**config.mk**
```make
export PLATFORM = sky130hd
export DESIGN_NAME = mux_wh_arbiter
export DESIGN_NICKNAME = d
export VERILOG_FILES = /design/src/rtl/mux_wh_arbiter.sv
export SDC_FILE = /design/constraint.sdc
export NUM_CORES = 1
export LEC_CHECK = 0
export ABC_CLOCK_PERIOD_IN_PS = 4900
export CAP_MARGIN = 20
export CORE_MARGIN = 5
export CORE_UTILIZATION = 45
export DETAILED_ROUTE_END_ITERATION = 7
export GPL_TIMING_DRIVEN = 1
export PLACE_DENSITY = 0.8
export SYNTH_ARGS = -nofsm -noshare
export SYNTH_HDL_FRONTEND = slang
export SYNTH_SLANG_ARGS = --single-unit
```
**constraint.sdc**
```tcl
create_clock -name clk -period 4.9 [get_ports clk]
set_clock_uncertainty 0.2 [all_clocks]
set_input_delay 0.98 -clock clk [delete_from_list [all_inputs] [get_ports clk]]
set_output_delay 0.98 -clock clk [all_outputs]
set_load 0.01 [all_outputs]
```
**src/rtl/mux_wh_arbiter.sv**
```systemverilog
// Wormhole round-robin arbiter with downstream credit tracking for an N:1 output mux.
// A packet owns the output from its HEAD flit through its TAIL flit.

module mux_wh_lane #(
  parameter int TYPEW = 2
) (
  input  logic             vld_i,
  input  logic [TYPEW-1:0] type_i,
  output logic             head_o,
  output logic             tail_o,
  output logic             bad_o
);
  assign head_o = vld_i && (type_i == TYPEW'(1));
  assign tail_o = vld_i && (type_i == TYPEW'(3));
  assign bad_o  = vld_i && (type_i != TYPEW'(1));
endmodule

module mux_wh_arbiter #(
  parameter int NPORT   = 2,
  parameter int TYPEW   = 2,
  parameter int CREDITS = 4,
  parameter int CNTW    = 3
) (
  input  logic                   clk,
  input  logic                   rst,
  input  logic [NPORT-1:0]       ivalid,
  input  logic [NPORT*TYPEW-1:0] itype,
  input  logic                   credit_in,
  output logic [NPORT-1:0]       sel,
  output logic [NPORT-1:0]       ack,
  output logic                   ofwd,
  output logic                   busy,
  output logic [CNTW-1:0]        credit_cnt,
  output logic                   err
);
  localparam int PW = (NPORT > 1) ? $clog2(NPORT) : 1;

  typedef enum logic {IDLE = 1'b0, LOCKED = 1'b1} state_e;

  state_e           state_q, state_d;
  logic [PW-1:0]    owner_q, owner_d, rr_q, rr_d;
  logic [NPORT-1:0] sel_q, sel_d;
  logic             busy_q, busy_d, first_q, first_d, err_q, err_d;
  logic [CNTW-1:0]  cnt_q, cnt_d;
  logic [NPORT-1:0] head, tail, bad;
  logic             fwd, grant_vld;
  logic [PW-1:0]    grant_idx, scan;

  for (genvar k = 0; k < NPORT; k++) begin : g_lane
    mux_wh_lane #(.TYPEW(TYPEW)) u_lane (
      .vld_i (ivalid[k]),
      .type_i(itype[k*TYPEW +: TYPEW]),
      .head_o(head[k]),
      .tail_o(tail[k]),
      .bad_o (bad[k])
    );
  end

  // Round-robin search for the first HEAD at or after rr_q, wrapping.
  always_comb begin
    grant_vld = 1'b0;
    grant_idx = '0;
    scan      = rr_q;
    for (int i = 0; i < NPORT; i++) begin
      if (!grant_vld && head[scan]) begin
        grant_vld = 1'b1;
        grant_idx = scan;
      end
      scan = (scan == PW'(NPORT-1)) ? '0 : scan + 1'b1;
    end
  end

  always_ff @(posedge clk or posedge rst) begin
    if (rst) begin
      state_q <= IDLE;
      owner_q <= '0;
      rr_q    <= '0;
      sel_q   <= '0;
      busy_q  <= 1'b0;
      first_q <= 1'b0;
      cnt_q   <= CNTW'(CREDITS);
      err_q   <= 1'b0;
    end else begin
      state_q <= state_d;
      owner_q <= owner_d;
      rr_q    <= rr_d;
      sel_q   <= sel_d;
      busy_q  <= busy_d;
      first_q <= first_d;
      cnt_q   <= cnt_d;
      err_q   <= err_d;
    end
  end

  always_comb begin
    state_d = state_q;
    owner_d = owner_q;
    rr_d    = rr_q;
    first_d = first_q;
    case (state_q)
      IDLE: if (grant_vld) begin
        state_d = LOCKED;
        owner_d = grant_idx;
        first_d = 1'b0;
      end
      LOCKED: begin
        if (fwd) first_d = 1'b1;
        if (fwd && tail[owner_q]) begin
          state_d = IDLE;
          rr_d    = (owner_q == PW'(NPORT-1)) ? '0 : owner_q + 1'b1;
        end
      end
      default: state_d = IDLE;
    endcase
    sel_d  = (state_d == LOCKED) ? (NPORT'(1) << owner_d) : '0;
    busy_d = (state_d == LOCKED);

    // Saturating credit counter; a return into a full counter is a protocol error.
    cnt_d = cnt_q;
    err_d = err_q;
    if (fwd && !credit_in)
      cnt_d = cnt_q - 1'b1;
    else if (!fwd && credit_in) begin
      if (cnt_q == CNTW'(CREDITS)) err_d = 1'b1;
      else                         cnt_d = cnt_q + 1'b1;
    end
    if (state_q == IDLE && bad[rr_q])                  err_d = 1'b1;
    if (state_q == LOCKED && first_q && head[owner_q]) err_d = 1'b1;
  end

  always_comb begin
    fwd  = (state_q == LOCKED) && ivalid[owner_q] && (cnt_q != '0);
    ack  = fwd ? (NPORT'(1) << owner_q) : '0;
    ofwd = fwd;
  end

  assign sel        = sel_q;
  assign busy       = busy_q;
  assign credit_cnt = cnt_q;
  assign err        = err_q;
endmodule

```
==> results of run 1 <==
[sequential cells by signal (all words and copies together), names as in the netlist]
signal	count
sel	2
owner_q	1
busy	1
rr_q	1
first_q	1
err	1
credit_cnt	3
[cell usage after synthesis]
library cell  n  area [µm²]
dfrtp_1       9         225
xor2_1        1        8.76
nand2_1       7        26.3
a311oi_1      1        8.76
o21ai_0       5        25.0
nor2_1        6        22.5
nand3b_1      4        30.0
o21ai_1       1        5.00
nor2b_1       1        6.26
inv_1         5        18.8
nand4_1       1        6.26
nor2_2        1        6.26
inv_2         1        3.75
o22a_2        1        10.0
a21o_1        2        15.0
a21oi_1       4        20.0
dfstp_2       1        26.3
a221oi_1      1        8.76
nand4b_1      1        8.76
ha_1          4        50.1
nand2b_1      4        25.0
o31ai_2       2        25.0
and4b_1       1        10.0
nand3_1       1        5.00
and2_1        1        6.26
o22ai_1       1        6.26
or3_1         1        6.26
[power by group through the flow]
stage	Sequential, mW	Clock, mW	Combinational, mW
floorplan	0.178	0	0.142
global placement	0.174	0	0.256
detailed placement	0.176	0	0.262
CTS	0.174	0.0608	0.263
global route	0.182	0.0668	0.287
finish	0.174	0.0570	0.259
[area by class of cell]
type | instances | area (µm²)
Tap cell | 15 | 18.8
Timing Repair Buffer | 18 | 180
Fill cell | 117 | 460
Multi-Input combinational cell | 52 | 342
Clock buffer | 4 | 26.3
Sequential cell | 10 | 251
Inverter | 6 | 22.5
[worst paths after layout]
check | cells past startpoint | slack, ns | endpoint
worst max-delay path | 6 | 1.04 | ack[0]
worst min-delay path | 2 | 0.32 | err
worst max register to register | 8 | 2.54 | credit_cnt[2]
worst min register to register | 2 | 0.32 | err
max in group asynchronous | 2 | 3.41 | credit_cnt[2]
min in group asynchronous | 2 | 0.78 | sel[0]
[logic make-up (layout without fill, tap and decap cells)]
logic type / after synthesis / count (layout) / synth area share [%]
AOI/OAI and AO/OA: 18 / 18 / 20.1
xor gates and xnor gates: 1 / 1 / 1.42
adders and majority gates: 4 / 4 / 8.13
buffers and inverters: 6 / 28 / 3.66
DFF: 10 / 10 / 40.9
and+or+nand+nor: 29 / 29 / 25.8
[critical path, cell delays in order]
cell	delay, ns
clkdlybuf4s50_1	0.53
nand2_1	0.10
a21oi_1	0.35
inv_2	0.09
nor2_1	0.10
clkdlybuf4s50_1	0.54
[metrics by stage]
stage          utilization (%)  area (µm²)
2_1_floorplan                -         616
3_3_place_gp              62.6         815
3_5_place_dp              62.6         815
4_1_cts                   64.6         841
5_1_grt                   64.6         841
6_report                  64.6         841
[routing by layer]
metal / share of wire (%) / global-route usage (%) / vias up / wire [µm]
li1: - / - / 281 / -
met1: 44 / 17.6 / 255 / 593
met2: 48 / 22.0 / 17 / 649
met3: 5.8 / 4.21 / 4 / 78
met4: 2.1 / 11.0 / 0 / 29
met5: 0 / 0 / - / 0
==> impl_metrics.env, run 1 <==
export IMPL_end_kind="output port"
export IMPL_synthCells=68
export IMPL_drt_initial_drc_count=10
export IMPL_core_um2=1300
export IMPL_avgViaCountPerCell=5.30
export IMPL_finalPower_mw=0.490
export IMPL_ir_drop_v=0.000380
export IMPL_clock_sinks=10
export IMPL_p_per_area_nw_per_um2=583
export IMPL_cts_max_level=1
export IMPL_dieArea_um2=2210
export IMPL_synth_seq_cells=10
export IMPL_hold_buffers=0
export IMPL_finalNetCount=104
export IMPL_cts_tree="built"
export IMPL_remaining_drc_errors=0
export IMPL_fin_cells=105
export IMPL_final_layout_size_suffix_gt1_share_pct=10.0
export IMPL_drtPass1Iterations=4
export IMPL_n_antenna_cell=0
export IMPL_timing_fmax_ghz=0.259
export IMPL_crit_fanout=5
export IMPL_grt_use_total_pct=14.6
export IMPL_post_cts_buffers=0
export IMPL_seqPwrFrac_pct=35.5
export IMPL_fin_ws_ns=1.04
export IMPL_worstSetupStartpointType="primary input"
export IMPL_crit_start="ivalid[1]"
export IMPL_drv_cap=0
export IMPL_holdWs_ns=0.320
export IMPL_grt_pass1_wl_mm=2.21
export IMPL_finalCritPeriodShare_pct=78.8
export IMPL_crit_required_ns=3.72
export IMPL_slew_viol_final=0
export IMPL_antenna_found_initial=0
export IMPL_relSlewSlack_pct=74.0
export IMPL_port_buffers=18
export IMPL_ys_warn_count=0
export IMPL_area_delta_synth_final_pct=36.6
export IMPL_wl_per_cell_um=12.9
export IMPL_grt_pass1_vias=534
export IMPL_avgSynthCellArea_um2=9.05
export IMPL_p_int_mw=0.295
export IMPL_setup_violations=0
export IMPL_p_leak_nw=0.359
export IMPL_synthesis_area_um2=616
export IMPL_criticalPathCategory="in -> out"
export IMPL_worstMarginPinSlew_ns=0.390
export IMPL_power_frac_comb_pct=52.8
export IMPL_clock_latency_ns=0.26
export IMPL_routed_wl_mm=1.35
export IMPL_pwr_share_clk_pct=11.6
export IMPL_reg2reg_from="credit_cnt[2]"
export IMPL_fp_dieW_um=47.0
export IMPL_period_needed_ns=3.86
export IMPL_synth_seq_area_share_pct=40.9
export IMPL_mostFrequentLayoutCells="clkdlybuf4s50_1 (18), dfrtp_1 (9), nand2_1 (7), nor2_1 (6)"
export IMPL_finalSetupTns_ns=0
export IMPL_critical_path_arrival_ns=2.68
export IMPL_dp_slack_ns=1.03
export IMPL_hp_class="reg -> reg"
export IMPL_ys_types=27
export IMPL_run_status="complete, no violations"
export IMPL_final_common_cell="clkdlybuf4s50_1"
export IMPL_fp_dieH_um=47.0
export IMPL_dpl_hpwl_mm=1.07
export IMPL_numCtsBuffers=3
export IMPL_dp_cells=101
export IMPL_switchingPower_mw=0.195
export IMPL_ios=19
export IMPL_rsz0062_at_grt="no"
export IMPL_place_gp_congestion=0.833
export IMPL_synthesis_nets=81
export IMPL_ant_nets=0
export IMPL_grt_max_degree=11
export IMPL_vias=557
export IMPL_clockBufferDepth=2
export IMPL_rows=13
export IMPL_ctsRootBufferMaster="clkbuf_4"
export IMPL_hold_viol_final=0
export IMPL_cts_clk_slew_worst_paths_ns=0.06
export IMPL_initial_core_util_pct=47.3
export IMPL_holdCritStartpoint="err"
export IMPL_gr_total_overflow=0
export IMPL_p_sw_share_pct=39.8
export IMPL_cts_resized=0
Power figures use the tool's default switching activity.
==> run 2: changes to the inputs <==
- ABC_CLOCK_PERIOD_IN_PS: 4900 -> 3200
- CORE_UTILIZATION: 45 -> 40
- PLACE_DENSITY: 0.8 -> 0.76
- clock period: 4.9 -> 3.2 ns (I/O delays scaled with it)
==> run 2 against run 1 <==
Compared with the run above:
- setup slack got worse by 0.84 ns
- power up 62%
- first-iteration DRC count grew 30%
- utilization decreased by 6.6 points
- clock power increased by 93%
- flip-flop and latch count stayed put
- via count grew 1.6%
- non-clock buffer count rose by 1
- critical path depth unchanged
- sequential share of layout area shrank 0.78 points
- global-route usage is 2.8 points lower
- largest cell class unchanged
- largest power group unchanged
==> impl_metrics.env, run 2 (synthesis gave the netlist of run 1 again) <==
export IMPL_final_layout_size_suffix_gt1_share_pct=13.2
export IMPL_largest_reg_flops=3
export IMPL_p_sw_share_pct=39.1
export IMPL_clock_latency_ns=0.26
export IMPL_worstSetupStartpointType="primary input"
export IMPL_place_gp_congestion=0.814
export IMPL_cts_clk_slew_worst_paths_ns=0.07
export IMPL_routed_wl_mm=1.35
export IMPL_avgViaCountPerCell=5.29
export IMPL_path_common_cell="clkdlybuf4s50_1"
export IMPL_p_leak_nw=0.371
export IMPL_cts_tree="built"
export IMPL_fp_dieH_um=49.2
export IMPL_setup_violations=0
export IMPL_grt_pass1_vias=561
export IMPL_n_antenna_cell=0
export IMPL_wl_per_cell_um=12.6
export IMPL_grt_pass1_wl_mm=2.31
export IMPL_vias=566
export IMPL_area_delta_synth_final_pct=40.2
export IMPL_criticalPathCategory="in -> out"
export IMPL_crit_required_ns=2.36
export IMPL_hold_viol_final=0
export IMPL_p_int_mw=0.483
export IMPL_path_cells="clkdlybuf4s50_1, nand2_1, a21oi_2, inv_2, nor2_1, clkdlybuf4s50_1"
export IMPL_slowest_stage="clkdlybuf4s50_1"
export IMPL_fp_dieW_um=49.2
export IMPL_antenna_found_initial=0
export IMPL_grt_use_total_pct=11.8
export IMPL_numCtsBuffers=3
export IMPL_crit_buf_inv=3
export IMPL_core_um2=1490
export IMPL_mostFrequentLayoutCells="clkdlybuf4s50_1 (18), dfrtp_1 (9), nand2_1 (7), nor2_1 (6)"
export IMPL_critical_path_arrival_ns=2.16
export IMPL_fin_ws_ns=0.203
export IMPL_holdWs_ns=0.293
export IMPL_cp_slowest_stage_delay_ns=0.54
export IMPL_seqPwrFrac_pct=34.0
export IMPL_clock_sinks=10
export IMPL_power_frac_comb_pct=52.1
export IMPL_hold_buffers=0
export IMPL_fillers=130
export IMPL_period_needed_ns=3.00
export IMPL_port_buffers=18
export IMPL_dpl_instance_area_um2=823
export IMPL_rsz0062_at_grt="no"
export IMPL_drtPass1Iterations=4
export IMPL_postLayoutCellArea_um2=863
export IMPL_hp_class="reg -> reg"
export IMPL_p_per_area_nw_per_um2=919
export IMPL_ctsRootBufferMaster="clkbuf_4"
export IMPL_dp_slack_ns=0.126
export IMPL_grt_max_degree=11
export IMPL_pwr_share_clk_pct=13.9
export IMPL_dieArea_um2=2420
export IMPL_critPathTopFamily="buffers and inverters"
export IMPL_post_cts_buffers=0
export IMPL_cts_max_level=1
export IMPL_seq_area_um2=251
export IMPL_ios=19
export IMPL_end_kind="output port"
export IMPL_relSlewSlack_pct=76.4
export IMPL_slew_viol_final=0
export IMPL_finalNetCount=105
export IMPL_rows=14
export IMPL_finalCritPeriodShare_pct=93.6
export IMPL_run_status="complete, no violations"
export IMPL_crit_fanout=4
export IMPL_drt_initial_drc_count=13
export IMPL_timing_fmax_ghz=0.334
export IMPL_initial_core_util_pct=41.3
export IMPL_drv_cap=0
export IMPL_dpl_hpwl_mm=1.06
export IMPL_worstMarginPinSlew_ns=0.354
export IMPL_gr_total_overflow=0
export IMPL_ir_drop_v=0.000410
export IMPL_multiInputGateArea_um2=345
export IMPL_final_common_cell="clkdlybuf4s50_1"
export IMPL_finalSetupTns_ns=0
export IMPL_clockBufferDepth=2
export IMPL_remaining_drc_errors=0
export IMPL_switchingPower_mw=0.310
export IMPL_ant_nets=0
-- run 2: changes by cell type in the layout (fill, tap and decap cells not counted), sizes merged --
| cell | change |
|---|---|
| buf | +1 |
-- run 2: worst register-to-register path, cell delays in order, from the launching register on --
cell and delay (ns):
dfrtp_1 0.46, o31ai_2 0.36, a21oi_2 0.09, buf_4 0.15, ha_1 0.23, xor2_1 0.16
ha_1 0.18, a21oi_1 0.17, a21oi_1 0.07, a221oi_1 0.25
-- run 2: repair_timing --
item                                    CTS  global route
endpoints found under the setup margin    0             1
gates resized for setup                   0             1
hold endpoints to repair                  0             0
-- run 2: final cells by class --
class | count | area share [%]
clock buffer | 4 | 4.20
inverter | 6 | 2.61
multi-input combinational | 52 | 40.0
sequential | 10 | 29.1
tap | 16 | 2.32
timing repair buffer | 19 | 21.7
-- run 2: layer usage --
layer	up-vias	GRT usage (%)	part of all wire, %
li1	284	-	-
met1	267	14.9	46
met2	15	18.2	49
met3	0	2.75	5.3
met4	0	6.28	0
met5	-	0	0
-- run 2: worst paths after layout --
| check | from | endpoint | slack (ns) | cells after the start |
|---|---|---|---|---|
| min in group asynchronous | rst | credit_cnt[0] | 0.44 | 2 |
| setup / recovery | ivalid[1] | ack[0] | 0.20 | 6 |
| hold / removal | err | err | 0.29 | 2 |
| hold reg to reg | err | err | 0.29 | 2 |
| max in group asynchronous | rst | credit_cnt[2] | 2.06 | 2 |
| setup reg to reg | credit_cnt[0] | credit_cnt[2] | 0.78 | 9 |
-- run 2: per-stage QoR --
stage	cells	total power, mW	utilization, %
2_1_floorplan	68	0.490	-
3_3_place_gp	103	0.669	55.3
3_5_place_dp	103	0.682	55.3
4_1_cts	107	0.797	57.7
5_1_grt	107	0.864	58.0
6_report	107	0.793	58.0
-- run 2: power by group through the flow --
stage          logic (mW)  registers (mW)  clock network [mW]
2_1_floorplan       0.218           0.272                   0
3_5_place_dp        0.411           0.270                   0
3_3_place_gp        0.402           0.267                   0
4_1_cts             0.414           0.268               0.115
6_report            0.414           0.270               0.110
5_1_grt             0.460           0.281               0.123
